[config.mk]
export PLATFORM = sky130hd
export DESIGN_NAME = dff_debounce_edge
export DESIGN_NICKNAME = d
export VERILOG_FILES = /design/src/rtl/dff_debounce_edge.sv
export SDC_FILE = /design/constraint.sdc
export NUM_CORES = 1
export LEC_CHECK = 0
export ABC_AREA = 1
export CORE_ASPECT_RATIO = 1.75
export CORE_UTILIZATION = 31
export CTS_BUF_LIST = sky130_fd_sc_hd__clkbuf_8
export CTS_CLUSTER_SIZE = 12
export DETAILED_ROUTE_END_ITERATION = 8
export HOLD_SLACK_MARGIN = 0.1
export MAX_ROUTING_LAYER = met4
export PLACE_DENSITY = 0.54
export SLEW_MARGIN = 0
export SYNTH_ARGS = -nofsm -noshare
export SYNTH_HDL_FRONTEND = slang
export SYNTH_SLANG_ARGS = --single-unit
[constraint.sdc]
create_clock -name clock -period 3.15 [get_ports clock]
set_input_delay 0.63 -clock clock [delete_from_list [all_inputs] [get_ports clock]]
set_output_delay 0.63 -clock clock [all_outputs]
set_load 0.01 [all_outputs]
[src/rtl/dff_debounce_edge.sv]
`default_nettype none
// ============================================================================
// Module   : dff_debounce_edge
// Brief    : Synchronise and debounce a raw bit; clean level, rise/fall
//            strobes and a saturating rising-edge counter.
// Revision : 1.0 - initial release
// ============================================================================
module dff_debounce_edge #(
   parameter int SYNC_STAGES     = 2,
   parameter int DEBOUNCE_CYCLES = 4,
   parameter int CNT_W           = 8
) (
   input  logic             clock,
   input  logic             reset,
   input  logic             d,
   input  logic             clear,
   output logic             q,
   output logic             rise,
   output logic             fall,
   output logic [CNT_W-1:0] edge_count,
   output logic             busy
);

   localparam int c_cnt_w = ($clog2(DEBOUNCE_CYCLES) < 1) ? 1 : $clog2(DEBOUNCE_CYCLES);
   // The cycle in STABLE_* that spots the mismatch is the first qualifying
   // cycle, so the check state finishes once cnt has reached DEBOUNCE_CYCLES-2.
   localparam logic [c_cnt_w-1:0] c_cnt_last = c_cnt_w'(DEBOUNCE_CYCLES - 2);
   localparam logic [c_cnt_w-1:0] c_cnt_one  = c_cnt_w'(1);

   localparam logic [1:0] c_stable_lo = 2'd0;
   localparam logic [1:0] c_check_hi  = 2'd1;
   localparam logic [1:0] c_stable_hi = 2'd2;
   localparam logic [1:0] c_check_lo  = 2'd3;

   logic [SYNC_STAGES-1:0] r_sync;
   logic                   w_s;
   logic [1:0]             r_state, w_state_nxt;
   logic [c_cnt_w-1:0]     r_cnt, w_cnt_nxt;
   logic                   r_q, w_q_nxt;
   logic                   r_rise, w_rise_nxt;
   logic                   r_fall, w_fall_nxt;
   logic                   r_busy, w_busy_nxt;
   logic [CNT_W-1:0]       r_edge_count;

   always_ff @(posedge clock or negedge reset) begin
      if (!reset) begin
         r_sync <= '0;
      end else begin
         r_sync <= {r_sync[SYNC_STAGES-2:0], d};
      end
   end

   assign w_s = r_sync[SYNC_STAGES-1];

   // State register
   always_ff @(posedge clock or negedge reset) begin
      if (!reset) begin
         r_state <= c_stable_lo;
         r_cnt   <= '0;
         r_q     <= 1'b0;
         r_rise  <= 1'b0;
         r_fall  <= 1'b0;
         r_busy  <= 1'b0;
      end else begin
         r_state <= w_state_nxt;
         r_cnt   <= w_cnt_nxt;
         r_q     <= w_q_nxt;
         r_rise  <= w_rise_nxt;
         r_fall  <= w_fall_nxt;
         r_busy  <= w_busy_nxt;
      end
   end

   // Next-state logic
   always_comb begin
      w_state_nxt = r_state;
      w_cnt_nxt   = '0;
      w_q_nxt     = r_q;
      w_rise_nxt  = 1'b0;
      w_fall_nxt  = 1'b0;
      case (r_state)
         c_stable_lo: begin
            if (w_s) begin
               if (DEBOUNCE_CYCLES == 2) begin
                  w_state_nxt = c_stable_hi;
                  w_q_nxt     = 1'b1;
                  w_rise_nxt  = 1'b1;
               end else begin
                  w_state_nxt = c_check_hi;
                  w_cnt_nxt   = c_cnt_one;
               end
            end
         end
         c_check_hi: begin
            if (!w_s) begin
               w_state_nxt = c_stable_lo;
            end else if (r_cnt == c_cnt_last) begin
               w_state_nxt = c_stable_hi;
               w_q_nxt     = 1'b1;
               w_rise_nxt  = 1'b1;
            end else begin
               w_cnt_nxt = r_cnt + c_cnt_one;
            end
         end
         c_stable_hi: begin
            if (!w_s) begin
               if (DEBOUNCE_CYCLES == 2) begin
                  w_state_nxt = c_stable_lo;
                  w_q_nxt     = 1'b0;
                  w_fall_nxt  = 1'b1;
               end else begin
                  w_state_nxt = c_check_lo;
                  w_cnt_nxt   = c_cnt_one;
               end
            end
         end
         c_check_lo: begin
            if (w_s) begin
               w_state_nxt = c_stable_hi;
            end else if (r_cnt == c_cnt_last) begin
               w_state_nxt = c_stable_lo;
               w_q_nxt     = 1'b0;
               w_fall_nxt  = 1'b1;
            end else begin
               w_cnt_nxt = r_cnt + c_cnt_one;
            end
         end
         default: begin
            w_state_nxt = c_stable_lo;
            w_q_nxt     = 1'b0;
         end
      endcase
   end

   // Output logic
   always_comb begin
      w_busy_nxt = 1'b0;
      if ((w_state_nxt == c_check_hi) || (w_state_nxt == c_check_lo)) begin
         w_busy_nxt = 1'b1;
      end
   end

   // Counts on the same edge that raises rise, so clear can override it.
   always_ff @(posedge clock or negedge reset) begin
      if (!reset) begin
         r_edge_count <= '0;
      end else if (clear) begin
         r_edge_count <= '0;
      end else if (w_rise_nxt && (r_edge_count != {CNT_W{1'b1}})) begin
         r_edge_count <= r_edge_count + {{(CNT_W-1){1'b0}}, 1'b1};
      end
   end

   assign q          = r_q;
   assign rise       = r_rise;
   assign fall       = r_fall;
   assign busy       = r_busy;
   assign edge_count = r_edge_count;

endmodule
`default_nettype wire
Word level (Yosys, flattened, before mapping)
Index checks and enable logic that the tools add are counted.
Widths: inputs -> output; s select.
- bits of input ports: 4
- output and inout port bits: 12
- logic and storage cells: 53
- register bits after elaboration: 18
- reductions and logical operators: 6
- equality and inequality tests: 11
- muxes and demuxes: 26
- add/subtract/negate cells: 2
- operators by type and width (kind ; count):
    $mux 2 ; 9
    $mux 8 ; 2
    $pmux 2 s4 ; 2
    $mux 1 ; 12
    $add 8x1->8 const B ; 1
    $eq 2x2->1 const B ; 4
    $ne 2x2->1 const B ; 4
    $ne 8x8->1 const B ; 1
    $reduce_and 5->1 ; 1
    $eq 2x1->1 const B ; 2
    $reduce_bool 2->1 ; 2
    $add 2x1->2 const B ; 1
    $logic_not 2->1 ; 1
    $pmux 1 s2 ; 1
    $logic_and 1x1->1 ; 1
    $logic_or 1x1->1 ; 1

Depth between registers and ports, before layout
- depth in word-level cells: 7
- mapped depth: 9
- depth with buffers taken out: 9

Least setup slack after synthesis
No wires, ideal clock.
- kind: reg-to-reg
- start: register r_edge_count[0] (netlist: edge_count[0])
- end: register r_edge_count[4] (netlist: edge_count[4])
- setup time: 0.120 ns
- cell stages (with the launch flop): 7
- period minus slack after synthesis: 1.328 ns
- path slack: 1.822 ns
- buffers on the path: 0
- data arrival time: 1.209 ns
- data required time: 3.030 ns
- cells stage by stage: dfrtp_1 -> ha_1 -> nand2_2 -> nor2_4 -> or2_2 -> nand4_1 -> nand2_1
- cells in the longest elaborated chain, start to end: 3
- elaborated cells between the ends (all ways): 6
- those cells by class: 1 x add/sub; 1 x eq/ne; 2 x mux; 2 x reduce/logical
- RTL lines (element ; line ; text):
    start, declared ; 43 ; logic [CNT_W-1:0] r_edge_count;
    start signal, assigned ; 150 ; r_edge_count <= r_edge_count + {{(CNT_W-1){1'b0}}, 1'b1};
    $add 8x1->8 or $ne 8x8->1 (tied branches) ; 150, 149 ;
    $mux 8 or $logic_and 1x1->1 (tied branches) ; 149 ; end else if (w_rise_nxt && (r_edge_count != {CNT_W{1'b1}})) begin
    $mux 8 or $reduce_bool 2->1 (tied branches) ; n/a ;
Several ways; a longest one is shown, not always the timed one. The select of a mux whose other input is x is not followed.
A chain may end at the register's enable or synchronous reset.

Final worst setup path
- start: register r_edge_count[2] (netlist: edge_count[2])
- end: output port edge_count[2]
- RTL lines (element ; line ; text):
    end, declared ; 20 ; output logic [CNT_W-1:0] edge_count,
No word-level cell between the ends.

==> impl_metrics.env <==
export IMPL_fin_crit_ps=1900
export IMPL_drt_total_wl_um=1630
export IMPL_cts_setup_buffers=0
export IMPL_final_max_slew_viol_count=0
export IMPL_cp_start_kind="register"
export IMPL_drt_initial_drc_count=5
export IMPL_grt_pass1_vias=639
export IMPL_dp_final_hpwl_um=1260
export IMPL_endpoint_kind="primary output"
export IMPL_ant_nets=0
export IMPL_vias=678
export IMPL_cts_made_buffers=3
export IMPL_crit_family="buffers and inverters"
export IMPL_die_area_mm2=0.00298
export IMPL_leakagePower_nw=0.511
export IMPL_worstPathArrival_ps=1270
export IMPL_viasPerCell=4.64
export IMPL_critPathBufInv=1
export IMPL_skew_ps=1.24
export IMPL_dp_slack_ps=1350
export IMPL_path_cells="clkdlybuf4s50_1"
export IMPL_layout_nets=126
export IMPL_initial_utilization=0.335
export IMPL_dr_pass1_iters=4
export IMPL_drive_above_1_share=0.125
export IMPL_fin_ws_ps=1250
export IMPL_worstHoldPathType="register to register"
export IMPL_seqCellArea_um2=450
export IMPL_cts_hold_buf=0
export IMPL_syn_nets=106
export IMPL_syn_area_per_cell_um2=8.47
export IMPL_crit_required_ps=2520
export IMPL_grt_pass1_wl_um=2760
export IMPL_gp_congestion=0.824
export IMPL_ioPinCount=16
export IMPL_overflow=0
export IMPL_netlist_instances=101
export IMPL_ys_types=20
export IMPL_crit_type="register to primary output"
export IMPL_cp_slowest_stage_delay_ps=570
export IMPL_fmax_ghz=0.525
export IMPL_cts_sinks=18
export IMPL_p_per_area_mw_per_mm2=549
export IMPL_yosysWarnings=0
export IMPL_rsz0062_at_grt="no"
export IMPL_rows=24
export IMPL_tns_ps=0
export IMPL_synthesis_area_um2=856
export IMPL_path_clk_slew_ps=60
export IMPL_worstMarginPinSlew_ps=795
export IMPL_cts_path_max_buffers=2
export IMPL_maxCapViolations=0
export IMPL_critPathSlowestCell="clkdlybuf4s50_1"
export IMPL_numPlacedInstances=142
export IMPL_cts_resized_gates=0
export IMPL_critical_path_max_fanout=6
export IMPL_antenna_cells=0
export IMPL_peakVddDrop_mv=0.346
export IMPL_area_delta_synth_final_pct=27.8
export IMPL_grt_antenna_before_repair=0
export IMPL_drc_errors=0
export IMPL_wl_per_cell_um=11.2
export IMPL_grt_usage=0.124
export IMPL_core_area_mm2=0.00255
export IMPL_fill_cells=265
export IMPL_seq_area_frac_synth=0.526
export IMPL_status="finished, final reports clean"
export IMPL_ys_ff_latch=18
export IMPL_grt_max_degree=19
export IMPL_setup_violations=0
export IMPL_cts_root_buffer="clkbuf_8"
export IMPL_die_h_um=71.5
export IMPL_period_share=0.605
export IMPL_portBuffers=15
export IMPL_slew_headroom=0.468
export IMPL_fin_cells=146
export IMPL_multi_input_area_um2=358
export IMPL_htree_num_levels=1
export IMPL_hold_viol_final=0
export IMPL_dieWidth_um=41.7
export IMPL_clk_latency_ps=250
export IMPL_cts_tree="yes"
## where the power goes
part | internal [mW] | switching [mW] | total (mW)
clock | 0.111 | 0.0734 | 0.184
combinational | 0.0543 | 0.0692 | 0.124
sequential | 0.270 | 0.0229 | 0.293
total | 0.435 | 0.166 | 0.601
## kinds of logic (layout without fill, tap and decap cells)
| group | count (synthesis) | count (layout) | share of synthesized area |
|---|---|---|---|
| adder cells (fa/ha/maj) | 1 | 1 | 0.0146 |
| AND/OR/NAND/NOR | 63 | 63 | 0.354 |
| AO/OA/AOI/OAI | 5 | 5 | 0.0292 |
| XOR/XNOR | 2 | 2 | 0.0205 |
| flip-flops | 18 | 18 | 0.526 |
| buffers and inverters | 12 | 31 | 0.0556 |
## through the flow
| step | util | power (mW) | hold WS (ps) | area [µm²] |
|---|---|---|---|---|
| finish | 0.428 | 0.601 | 349 | 1090 |
| CTS | 0.428 | 0.609 | 352 | 1090 |
| floorplan | - | 0.367 | 331 | 856 |
| global placement | 0.407 | 0.422 | 335 | 1040 |
| detailed placement | 0.407 | 0.423 | 337 | 1040 |
| global route | 0.428 | 0.630 | 365 | 1090 |
## cell type report
cell class	count	area share
sequential	18	0.412
multi-input combinational	71	0.327
timing repair buffer	15	0.137
inverter	12	0.0435
clock buffer	4	0.0503
tap	26	0.0297
## synth_stat cells
| master | instances | area [µm²] |
|---|---|---|
| nand2_1 | 34 | 128 |
| dfrtp_1 | 18 | 450 |
| inv_1 | 8 | 30.0 |
| nor2_1 | 8 | 30.0 |
| nand3_1 | 6 | 30.0 |
| nand4_1 | 5 | 31.3 |
| o21ai_0 | 4 | 20.0 |
| inv_2 | 2 | 7.51 |
| nand2_2 | 2 | 12.5 |
| nand2_4 | 2 | 22.5 |
| nor2_4 | 2 | 22.5 |
| nor3_1 | 2 | 10.0 |
| clkinv_1 | 1 | 3.75 |
| ha_1 | 1 | 12.5 |
| inv_4 | 1 | 6.26 |
| nand3_2 | 1 | 10.0 |
| o21ai_1 | 1 | 5.00 |
| or2_2 | 1 | 6.26 |
| xnor2_1 | 1 | 8.76 |
| xor2_1 | 1 | 8.76 |
## worst paths after layout
| check | startpoint | endpoint | slack [ps] | depth (start not counted) |
|---|---|---|---|---|
| worst max-delay path | edge_count[2] | edge_count[2] | 1250 | 1 |
| min in group asynchronous | reset | edge_count[5] | 840 | 1 |
| worst min register to register | r_sync[0] | r_sync[1] | 350 | 0 |
| worst max register to register | edge_count[0] | edge_count[0] | 1750 | 8 |
| max in group asynchronous | reset | edge_count[4] | 1820 | 1 |
| worst min-delay path | r_sync[0] | r_sync[1] | 350 | 0 |
## layer usage
layer | up-vias | track usage | wire (µm)
li1 | 358 | - | -
met1 | 300 | 0.138 | 715
met2 | 16 | 0.217 | 834
met3 | 4 | 0.0151 | 50
met4 | 0 | 0.0538 | 32
met5 | - | - | 0
## sequential cells by signal (all words and copies together) (netlist names)
name,cells
edge_count,8
r_cnt,2
r_state,2
r_sync,2
busy,1
fall,1
q,1
rise,1
## placed cells by master, fill, tap and decap left out, drive strengths merged
cell,Yosys,final
or2,1,1
clkinv,1,1
xnor2,1,1
clkdlybuf4s50,0,15
xor2,1,1
inv,11,11
nor2,10,10
o21ai,5,5
nand4,5,5
nand3,7,7
clkbuf,0,4
ha,1,1
nor3,2,2
nand2,38,38
dfrtp,18,18
(Power assumes the default switching activity.)
